## src/rtl/fifo_v3.sv

```systemverilog
// Synchronous FIFO with optional fall-through; DEPTH=0 degenerates to a wire.
// Define FIFO_V3_ASSERT_EN to compile in simulation-only usage checks.
module fifo_v3 #(
  parameter bit          FALL_THROUGH = 1'b0,
  parameter int unsigned DATA_WIDTH   = 32,
  parameter int unsigned DEPTH        = 8,
  parameter type         dtype        = logic [DATA_WIDTH-1:0],
  parameter int unsigned ADDR_DEPTH   = (DEPTH > 1) ? $clog2(DEPTH) : 1
) (
  input  logic                  clk_i,
  input  logic                  rst_ni,
  input  logic                  flush_i,
  input  logic                  testmode_i,
  output logic                  full_o,
  output logic                  empty_o,
  output logic [ADDR_DEPTH-1:0] usage_o,
  input  dtype                  data_i,
  input  logic                  push_i,
  output dtype                  data_o,
  input  logic                  pop_i
);

  if (DEPTH == 0) begin : g_passthru
    // No storage: the consumer's pop is the only thing that frees the producer.
    logic unused_pt;
    assign unused_pt = clk_i ^ rst_ni ^ flush_i ^ testmode_i;

    assign data_o  = data_i;
    assign empty_o = ~push_i;
    assign full_o  = ~pop_i;
    assign usage_o = '0;

  end else begin : g_store
    localparam logic [ADDR_DEPTH-1:0] LAST_PTR = ADDR_DEPTH'(DEPTH - 1);
    localparam logic [ADDR_DEPTH:0]   FULL_CNT = (ADDR_DEPTH + 1)'(DEPTH);

    logic [ADDR_DEPTH-1:0] read_ptr_q, write_ptr_q;
    logic [ADDR_DEPTH:0]   count_q;
    dtype                  mem_q [DEPTH];
    logic                  is_empty, bypass, push_ok, pop_ok;
    logic                  unused_tm;

    assign unused_tm = testmode_i;

    function automatic logic [ADDR_DEPTH-1:0] bump(input logic [ADDR_DEPTH-1:0] p);
      return (p == LAST_PTR) ? '0 : p + 1'b1;
    endfunction

    assign is_empty = (count_q == '0);
    assign full_o   = (count_q == FULL_CNT);
    assign empty_o  = is_empty & ~(FALL_THROUGH & push_i);
    assign usage_o  = count_q[ADDR_DEPTH-1:0];
    assign data_o   = (FALL_THROUGH && is_empty) ? data_i : mem_q[read_ptr_q];

    // A word that enters and leaves in the same cycle never touches memory.
    assign bypass  = FALL_THROUGH & is_empty & push_i & pop_i;
    assign push_ok = push_i & ~full_o & ~bypass;
    assign pop_ok  = pop_i & ~empty_o & ~bypass;

    always_ff @(posedge clk_i or negedge rst_ni) begin
      if (!rst_ni) begin
        read_ptr_q  <= '0;
        write_ptr_q <= '0;
        count_q     <= '0;
        for (int i = 0; i < int'(DEPTH); i++) mem_q[i] <= '0;
      end else if (flush_i) begin
        read_ptr_q  <= '0;
        write_ptr_q <= '0;
        count_q     <= '0;
      end else begin
        if (push_ok) begin
          mem_q[write_ptr_q] <= data_i;
          write_ptr_q        <= bump(write_ptr_q);
        end
        if (pop_ok) read_ptr_q <= bump(read_ptr_q);
        unique case ({push_ok, pop_ok})
          2'b10:   count_q <= count_q + 1'b1;
          2'b01:   count_q <= count_q - 1'b1;
          default: count_q <= count_q;
        endcase
      end
    end

`ifdef FIFO_V3_ASSERT_EN
    push_on_full: assert property (@(posedge clk_i) disable iff (!rst_ni) !(push_i && full_o))
      else $error("fifo_v3: push while full");
    pop_on_empty: assert property (@(posedge clk_i) disable iff (!rst_ni) !(pop_i && empty_o))
      else $error("fifo_v3: pop while empty");
`endif
  end

`ifdef FIFO_V3_ASSERT_EN
  if (DEPTH == 0 && FALL_THROUGH && $bits(dtype) == 0) begin : g_cfg_chk
    $fatal(1, "fifo_v3: zero-width pass-through fall-through configuration");
  end
`else
`endif

endmodule

```

## config.mk

```make
export PLATFORM = sky130hd
export DESIGN_NAME = fifo_v3
export DESIGN_NICKNAME = d
export VERILOG_FILES = /design/src/rtl/fifo_v3.sv
export SDC_FILE = /design/constraint.sdc
export NUM_CORES = 1
export LEC_CHECK = 0
export CAP_MARGIN = 20
export CORE_MARGIN = 8
export CORE_UTILIZATION = 55
export DETAILED_ROUTE_END_ITERATION = 12
export PLACE_DENSITY = 0.75
export SLEW_MARGIN = 20
export SYNTH_ARGS = -nofsm -noshare
export SYNTH_HDL_FRONTEND = slang
export SYNTH_SLANG_ARGS = --single-unit
```

## constraint.sdc

```tcl
create_clock -name clk_i -period 3.6 [get_ports clk_i]
set_clock_uncertainty 0.15 [all_clocks]
set_input_delay 1.08 -clock clk_i [delete_from_list [all_inputs] [get_ports clk_i]]
set_output_delay 1.08 -clock clk_i [all_outputs]
set_load 0.01 [all_outputs]
```

Yosys cells after proc, flatten, opt, wreduce, memory -nomap -nowiden
Index checks and enable logic that the tools add are counted.

storage, ports and cells
  bits in registers = 266
  output and inout bits = 37

cells by class
  add/sub/neg operators = 4
  magnitude comparators = 3
  equal/unequal tests = 5
  mux-type cells = 14
  bitwise operators = 7
  reduce and logical (&&, ||, !) cells = 6

operators with widths
  kind                 number
  $bwmux 256           1
  $bmux 32 s3          1
  $demux 32 s3         1
  $mux 32              3
  $mux 3               6
  $ge 4x4->1 const B   2
  $not 3->4            2
  $pmux 4 s2           1
  $add 3x1->3 const B  2
  $eq 3x3->1 const B   2
  $add 4x1->4 const B  1
  $eq 4x4->1 const B   1
  $logic_not 4->1      1
  $lt 4x1->1 const B   1
  $mux 4               1
  $reduce_bool 2->1    2
  $sub 4x1->4 const B  1
  $not 1->1            3
  $reduce_bool 3->1    1
  $and 1x1->1          2
  $eq 2x1->1 const B   1
  $eq 2x2->1 const B   1
  $reduce_and 2->1     1
  $logic_and 1x1->1    1

Depth between registers and ports, before layout
Gate-level depths: netlist of run 1.

  depth in word-level cells = 6
  gate-level depth with buffers = 8
  depth with buffers taken out = 7

Worst setup path before layout of run 1
No wires, ideal clock.

  path type = register to output
  start = register g_store.read_ptr_q[0]
  end = output port data_o[23] in the netlist's numbering
  arrival time = 2.138 ns
  required time = 2.370 ns
  slack = 0.232 ns
  stages on the path, launching flop included = 5
  path buffers = 2
  cells stage by stage = dfrtp_1 -> buf_1 -> buf_1 -> mux4_2 -> mux2_2

RTL lines
  element                   RTL line  source
  start: declaration        37        logic [ADDR_DEPTH-1:0] read_ptr_q, write_ptr_q;
  start signal: assignment  75        if (pop_ok) read_ptr_q <= bump(read_ptr_q);
  end: declaration          19        output dtype data_o,

==> results.tsv, run 1 <==
stage	metric	value	unit
outcome	status	completed	
pwr	switching component of the power	0.00287	W
clocking	CTS tree	built	
floorplan	Starting Density	0.558	
timing	Fin Setup TNS	0	ps
route	Detail Route Antenna Nets	0	
global_route	first-pass GRT wire length	43100	um
setup_path	worst-path fanout max	8	
flow_run	MaxCap Viol Count	0	
logic_synthesis	synth unique cells	35	
cells_and_area	final non-filler cell total	1149	
logic_synthesis	synth warn	0	
clocking	htree depth	1	
pwr	switch share	0.277	
cells_and_area	Core Util, Final	0.669	
clocking	Clock transition at path regs	60	ps
logic_synthesis	Syn Inst Count	733	
logic_synthesis	Seq/Total Area, Yosys	0.550	
logic_synthesis	largest cells by area after synthesis	dfrtp_1, mux2_2, mux4_2	
cells_and_area	ratio of cells with drive above 1 in the final layout	0.540	
floorplan	overall die width	164	um
clocking	clk buf depth	3	
global_route	largest net degree at the start of global routing	82	
setup_path	worst endpoint required time	2370	ps
logic_synthesis	prevailing post-synth register cell	dfrtp_1	
pwr	PD cells	716	nW/um^2
pwr	Leak	6.65	nW
logic_synthesis	Synthesized Nets	778	
route	vias per cell	5.90	
cells_and_area	register area	6660	um^2
clocking	clk sink count	266	
setup_path	CP Capture Type	output port	
logic_synthesis	Synth Cell Area	12100	um^2
route	drt initial violations	350	
setup_path	Critical Path Start Type	flop	
timing	unrepaired setup endpoints after global routing	yes	
route	vias	6780	
timing	Worst-Margin Slew	614	ps
placement	Port Buffers	73	
logic_synthesis	asr flop ratio synth	1.00	
placement	GPL Wtd Cong	0.754	
timing	Tcrit/Tclk final	0.987	
pwr	Clock Power Share	0.268	
cells_and_area	n_diodes	0	
setup_path	reg2reg start	g_store.count_q[0]	
route	WL final	26100	um
cells_and_area	fillers	1459	
cells_and_area	multi-input logic area	5180	um^2
placement	dpl hpwl	16300	um
setup_path	slowest stage cell, crit path	mux4_2	
placement	placed cells	1072	
logic_synthesis	Yosys reg bits	266	
setup_path	peak per-stage delay on the critical path	500	ps
min_path	worst hold path class	reg2reg	
setup_path	crit path cell chain	buf_6, buf_12, mux4_2, mux2_2, dlygate4sd2_1	
min_path	hold_sp	g_store.mem_q[215]	
floorplan	DIE AREA	27000	um^2
timing	Fmax	281	MHz
route	Pre-antenna DRT Iters	6	
logic_synthesis	top-area cell type share of the netlist area	0.550	
timing	setup violators final	0	
logic_synthesis	largest area contributor in the synthesized netlist	dfrtp_1	
route	WL/cell	22.7	um
cells_and_area	area grow syn2layout	19.9	%
clocking	CTS buffer count	28	
timing	Fin. Hold Viols	0	
global_route	GRT overflow	0	
placement	worst slack, placed	-65.4	ps
global_route	initial antenna violation count	1	
floorplan	site row count	54	
pwr	Reg power frac	0.400	
timing	Min Clock Period, post-route	3550	ps
global_route	overall routing resource usage	0.202	
logic_synthesis	mean post-synth cell area	16.5	um^2
clocking	# hold bufs at CTS	0	
floorplan	Die Ht	164	um
timing	worst relative slew slack	0.590	
floorplan	CORE AREA	21700	um^2
pwr	maximum vdd drop	0.431	mV
placement	area of placed instances	13400	um^2
cells_and_area	Final Cell Area	14500	um^2
setup_path	worst path arrival time	2320	ps
cells_and_area	NumNets Final	892	
floorplan	I/O pin count	75	
setup_path	CP Class	reg2out	
logic_synthesis	Post-synth EDFFs	0	
setup_path	CP Launch Point	g_store.read_ptr_q[0]	
route	DRC	0	
clocking	clk_lat worst skew	520	ps
timing	setup ws final	47.3	ps
clocking	root buf cell	clkbuf_16	
pwr	combinational fraction of design power	0.332	
global_route	vias in the first global route	7872	
timing	Slew Limit Fails	0	
pwr	internal power	0.00751	W
[per-layer routing]
| layer | routed length, um | track usage |
|---|---|---|
| met5 | 8 | 0 |
| met4 | 324 | 0.0380 |
| met3 | 1020 | 0.0283 |
| met2 | 13500 | 0.352 |
| met1 | 11300 | 0.268 |
[state kept, by name, summed over array words and instances, names as in the netlist]
register	count
g_store.mem_q	256
g_store.count_q	4
g_store.read_ptr_q	3
g_store.write_ptr_q	3
[cell type report]
cell class / count / share of cell area
Sequential cell: 266 / 0.459
Multi-Input combinational cell: 414 / 0.357
Timing Repair Buffer: 136 / 0.0969
Clock buffer: 44 / 0.0580
Tap cell: 280 / 0.0242
Clock inverter: 8 / 0.00449
Inverter: 1 / 0.000259
[placed cells by master, fill, tap and decap left out, types with 5 or more instances in the layout]
| cell type | instances |
|---|---|
| a21oi_1 | 9 |
| buf_12 | 21 |
| buf_2 | 19 |
| buf_4 | 37 |
| clkbuf_1 | 9 |
| clkbuf_16 | 29 |
| clkbuf_8 | 6 |
| clkdlybuf4s50_1 | 40 |
| clkinv_2 | 7 |
| dfrtp_1 | 263 |
| dlygate4sd2_1 | 5 |
| ha_1 | 6 |
| mux2_1 | 25 |
| mux2_2 | 261 |
| mux4_2 | 64 |
| nand2_1 | 10 |
| nor2_1 | 5 |
[synth_stat cells (all sizes together), types with 3 or more instances]
cell    number
a21oi        9
buf         38
clkbuf      14
dfrtp      266
ha           6
mux2       288
mux2i        3
mux4        64
nand2       11
nand3        4
nor2         6
or4b         3
[power groups by stage]
stage                     Sequential, W  Combinational (W)  Clock, W
after floorplan                 0.00403            0.00217         0
after global placement          0.00413            0.00330         0
after detailed placement        0.00423            0.00340         0
after CTS                       0.00415            0.00348   0.00284
after global routing            0.00424            0.00372   0.00297
final                           0.00415            0.00345   0.00278
[worst max-delay path: cells and delay by family, from the launching register on]
| family | cells | cell delay, ps |
|---|---|---|
| buffers and inverters | 3 | 570 |
| flip-flops | 1 | 430 |
| multiplexers | 2 | 790 |
[path summary, 6_finish.rpt]
path | cells after the start | slack [ps] | to
worst min register to register | 1 | 330 | g_store.mem_q[215]
min in group asynchronous | 1 | 390 | g_store.mem_q[179]
worst max-delay path | 5 | 50 | data_o[17]
worst min-delay path | 1 | 330 | g_store.mem_q[215]
worst max register to register | 7 | 540 | g_store.count_q[3]
max in group asynchronous | 2 | 2090 | g_store.mem_q[221]
[cell families (layout without fill, tap and decap cells)]
family | after synthesis | count (layout) | synth area share
AND/OR/NAND/NOR | 35 | 35 | 0.0188
XOR/XNOR | 2 | 2 | 0.00145
flip-flops | 266 | 266 | 0.550
adder cells (fa/ha/maj) | 7 | 7 | 0.00786
multiplexers | 355 | 355 | 0.390
AO/OA/AOI/OAI | 15 | 15 | 0.00817
buffers and inverters | 53 | 189 | 0.0237
[stage by stage]
stage               hold WS [ps]  power, W
global placement             312   0.00743
finish                       331    0.0104
floorplan                    303   0.00620
CTS                          337    0.0105
global route                 359    0.0109
detailed placement           324   0.00764
[repair_timing]
action | 4_1_cts | 5_1_grt
endpoints found under the setup margin | 33 | 20
setup buffers | 16 | 7
pin swaps | 0 | 0
cloned | 2 | 0
gates resized for setup | 88 | 22
Note: power is estimated with default switching activity, not from simulation.
==> inputs of run 2 (changes only) <==
--- a/config.mk
+++ b/config.mk
@@ -5,12 +5,12 @@
 export SDC_FILE = /design/constraint.sdc
 export NUM_CORES = 1
 export LEC_CHECK = 0
-export CAP_MARGIN = 20
+export CAP_MARGIN = 40
 export CORE_MARGIN = 8
 export CORE_UTILIZATION = 55
 export DETAILED_ROUTE_END_ITERATION = 12
 export PLACE_DENSITY = 0.75
-export SLEW_MARGIN = 20
+export SLEW_MARGIN = 15
 export SYNTH_ARGS = -nofsm -noshare
 export SYNTH_HDL_FRONTEND = slang
 export SYNTH_SLANG_ARGS = --single-unit
==> results of run 2 <==
No change in the layout: final DEF, timing and power equal those of run 1.
==> inputs of run 3 (changes only) <==
--- a/config.mk
+++ b/config.mk
@@ -6,7 +6,6 @@
 export NUM_CORES = 1
 export LEC_CHECK = 0
 export CAP_MARGIN = 40
-export CORE_MARGIN = 8
 export CORE_UTILIZATION = 55
 export DETAILED_ROUTE_END_ITERATION = 12
 export PLACE_DENSITY = 0.75
@@ -14,3 +13,4 @@
 export SYNTH_ARGS = -nofsm -noshare
 export SYNTH_HDL_FRONTEND = slang
 export SYNTH_SLANG_ARGS = --single-unit
+export TNS_END_PERCENT = 10
==> run 3 against run 2 <==
Against the previous run:
- the run now ends with setup timing left
- maximum frequency is 1.7% lower
- sequential cell count stayed put
- core utilization is 1.2 points higher
- sequential power hardly changed
- critical path depth is 1 higher
- critical path type unchanged
- largest power group unchanged
==> results.tsv, run 3 (same netlist as run 1, synthesis figures left out) <==
stage	metric	value	unit	change
global_route	overall routing resource usage	0.243		+0.0409
pwr	PD cells	734	nW/um^2	+2.5%
placement	Port Buffers	73		unchanged
setup_path	CP Class	reg2out		
clocking	htree depth	1		unchanged
min_path	worst hold path class	reg2reg		
timing	unrepaired setup endpoints after global routing	yes		
setup_path	worst-path fanout max	7		-1
floorplan	site row count	53		-1.9%
floorplan	CORE AREA	21300	um^2	-1.9%
timing	setup ws final	-12.6	ps	-59.9 ps
placement	worst slack, placed	-42.0	ps	+23.4 ps
setup_path	Register-to-Register Path Depth	7		unchanged
route	vias	6881		+1.5%
clocking	CTS tree	built		
cells_and_area	final non-filler cell total	1128		-1.8%
floorplan	Die Ht	150	um	-8.5%
timing	Fmax	277	MHz	-1.7%
cells_and_area	most frequent cells in the layout	dfrtp_1, mux2_2, mux4_2		
pwr	Tot Pwr	0.0106	W	+2.5%
cells_and_area	Most flops, register	g_store.mem_q		
placement	placed cells	1061		-1.0%
route	Detail Route Antenna Nets	0		unchanged
route	vias per cell	6.10		+3.4%
global_route	initial antenna violation count	1		unchanged
outcome	failing checks	setup timing		
cells_and_area	ratio of cells with drive above 1 in the final layout	0.533		-0.00684
timing	Tcrit/Tclk final	1.00		+0.0166
placement	area of placed instances	13300	um^2	-0.57%
cells_and_area	Final Cell Area	14500	um^2	about the same
global_route	GRT overflow	0		unchanged
flow_run	MaxCap Viol Count	0		unchanged
timing	Min Clock Period, post-route	3610	ps	+59.9 ps
clocking	root buf cell	clkbuf_16		
floorplan	I/O pin count	75		unchanged
cells_and_area	biggest regs	g_store.mem_q: 256 flops, g_store.count_q: 4 flops		
cells_and_area	most common cell after layout, fill and taps aside	dfrtp_1		
route	WL/cell	23.1	um	+1.3%
setup_path	Critical Path Start Type	flop		
clocking	clk sink count	266		unchanged
route	DRC	0		unchanged
global_route	first-pass GRT wire length	41600	um	-3.3%
timing	setup violators final	1		+1
min_path	Hold Crit Depth	1		unchanged
global_route	largest net degree at the start of global routing	102		+24%
timing	Fin Setup TNS	-12.6	ps	-12.6 ps
clocking	Clock transition at path regs	60	ps	about the same
cells_and_area	multi-input logic area	5180	um^2	unchanged
clocking	CTS buffer count	28		unchanged
setup_path	CP Capture Type	output port		
setup_path	worst path arrival time	2380	ps	+60 ps
clocking	clk buf depth	3		unchanged
timing	Slew Limit Fails	0		unchanged
cells_and_area	NumNets Final	875		-1.9%
floorplan	overall die width	150	um	-8.5%
clocking	clk_lat worst skew	540	ps	+20 ps
cells_and_area	fillers	1363		-6.6%
pwr	Leak	6.62	nW	-0.49%
floorplan	Starting Density	0.568		+0.0105
floorplan	DIE AREA	22600	um^2	-16%
outcome	status	finished with violations		
cells_and_area	area grow syn2layout	19.8	%	about the same
cells_and_area	number of flip-flops under the largest register name	256		unchanged
placement	dpl hpwl	15100	um	-7.6%
route	WL final	26000	um	-0.51%
cells_and_area	register area	6660	um^2	unchanged
placement	GPL Wtd Cong	0.775		+2.8%
timing	Worst-Margin Slew	806	ps	+191 ps
route	Pre-antenna DRT Iters	4		-2
setup_path	Reg2Reg Setup Slack	430	ps	-110 ps
timing	worst relative slew slack	0.463		-0.128
setup_path	worst endpoint required time	2370	ps	about the same
route	drt initial violations	243		-31%
clocking	# hold bufs at CTS	0		unchanged
timing	Fin. Hold Viols	0		unchanged
pwr	maximum vdd drop	0.483	mV	+12%
global_route	vias in the first global route	7535		-4.3%
-- run 3: layout make-up --
type                            instances  area share
Sequential cell                       266       0.460
Multi-Input combinational cell        414       0.357
Timing Repair Buffer                  119      0.0899
Clock buffer                           47      0.0623
Tap cell                              275      0.0237
Clock inverter                          5     0.00690
Inverter                                1    0.000259
Antenna cell                            1    0.000173
-- run 3: critical path, cell delays in order (launching register included) --
cell and delay, ps:
dfrtp_4 510, buf_12 150, buf_12 120, buf_16 140, mux4_2 410, mux2_2 290
clkdlybuf4s15_2 230
-- run 3: path summary, 6_finish.rpt --
check	start	to
worst max-delay path	g_store.read_ptr_q[0]	data_o[2]
worst min-delay path	g_store.mem_q[208]	g_store.mem_q[208]
worst max register to register	g_store.count_q[0]	g_store.count_q[3]
worst min register to register	g_store.mem_q[208]	g_store.mem_q[208]
max in group asynchronous	rst_ni	g_store.mem_q[130]
min in group asynchronous	rst_ni	g_store.mem_q[246]
-- run 3: layer usage --
metal,part of all wire,GRT usage,up-vias,wire [um]
met5,0.00042,0,-,11
met4,0.025,0.0727,2,655
met3,0.035,0.0382,58,915
met2,0.52,0.412,129,13400
met1,0.42,0.324,3738,11000
li1,-,-,2954,-
-- run 3: repair_timing --
action,4_1_cts,5_1_grt
setup buffers,8,2
gates resized for setup,103,11
cloned,4,0
endpoints found under the setup margin,33,23
-- run 3: power by group --
group / leakage, nW / switching, W / internal [W]
combinational: 2.62 / 0.00134 / 0.00208
clock: 0.495 / 0.00115 / 0.00191
sequential: 3.51 / 0.000424 / 0.00373
-- run 3: per-stage QoR --
step	hold WS, ps	utilization
after global placement	312	0.627
final	336	0.681
after detailed placement	325	0.627
after global routing	354	0.681
after floorplan	303	-
after CTS	337	0.680
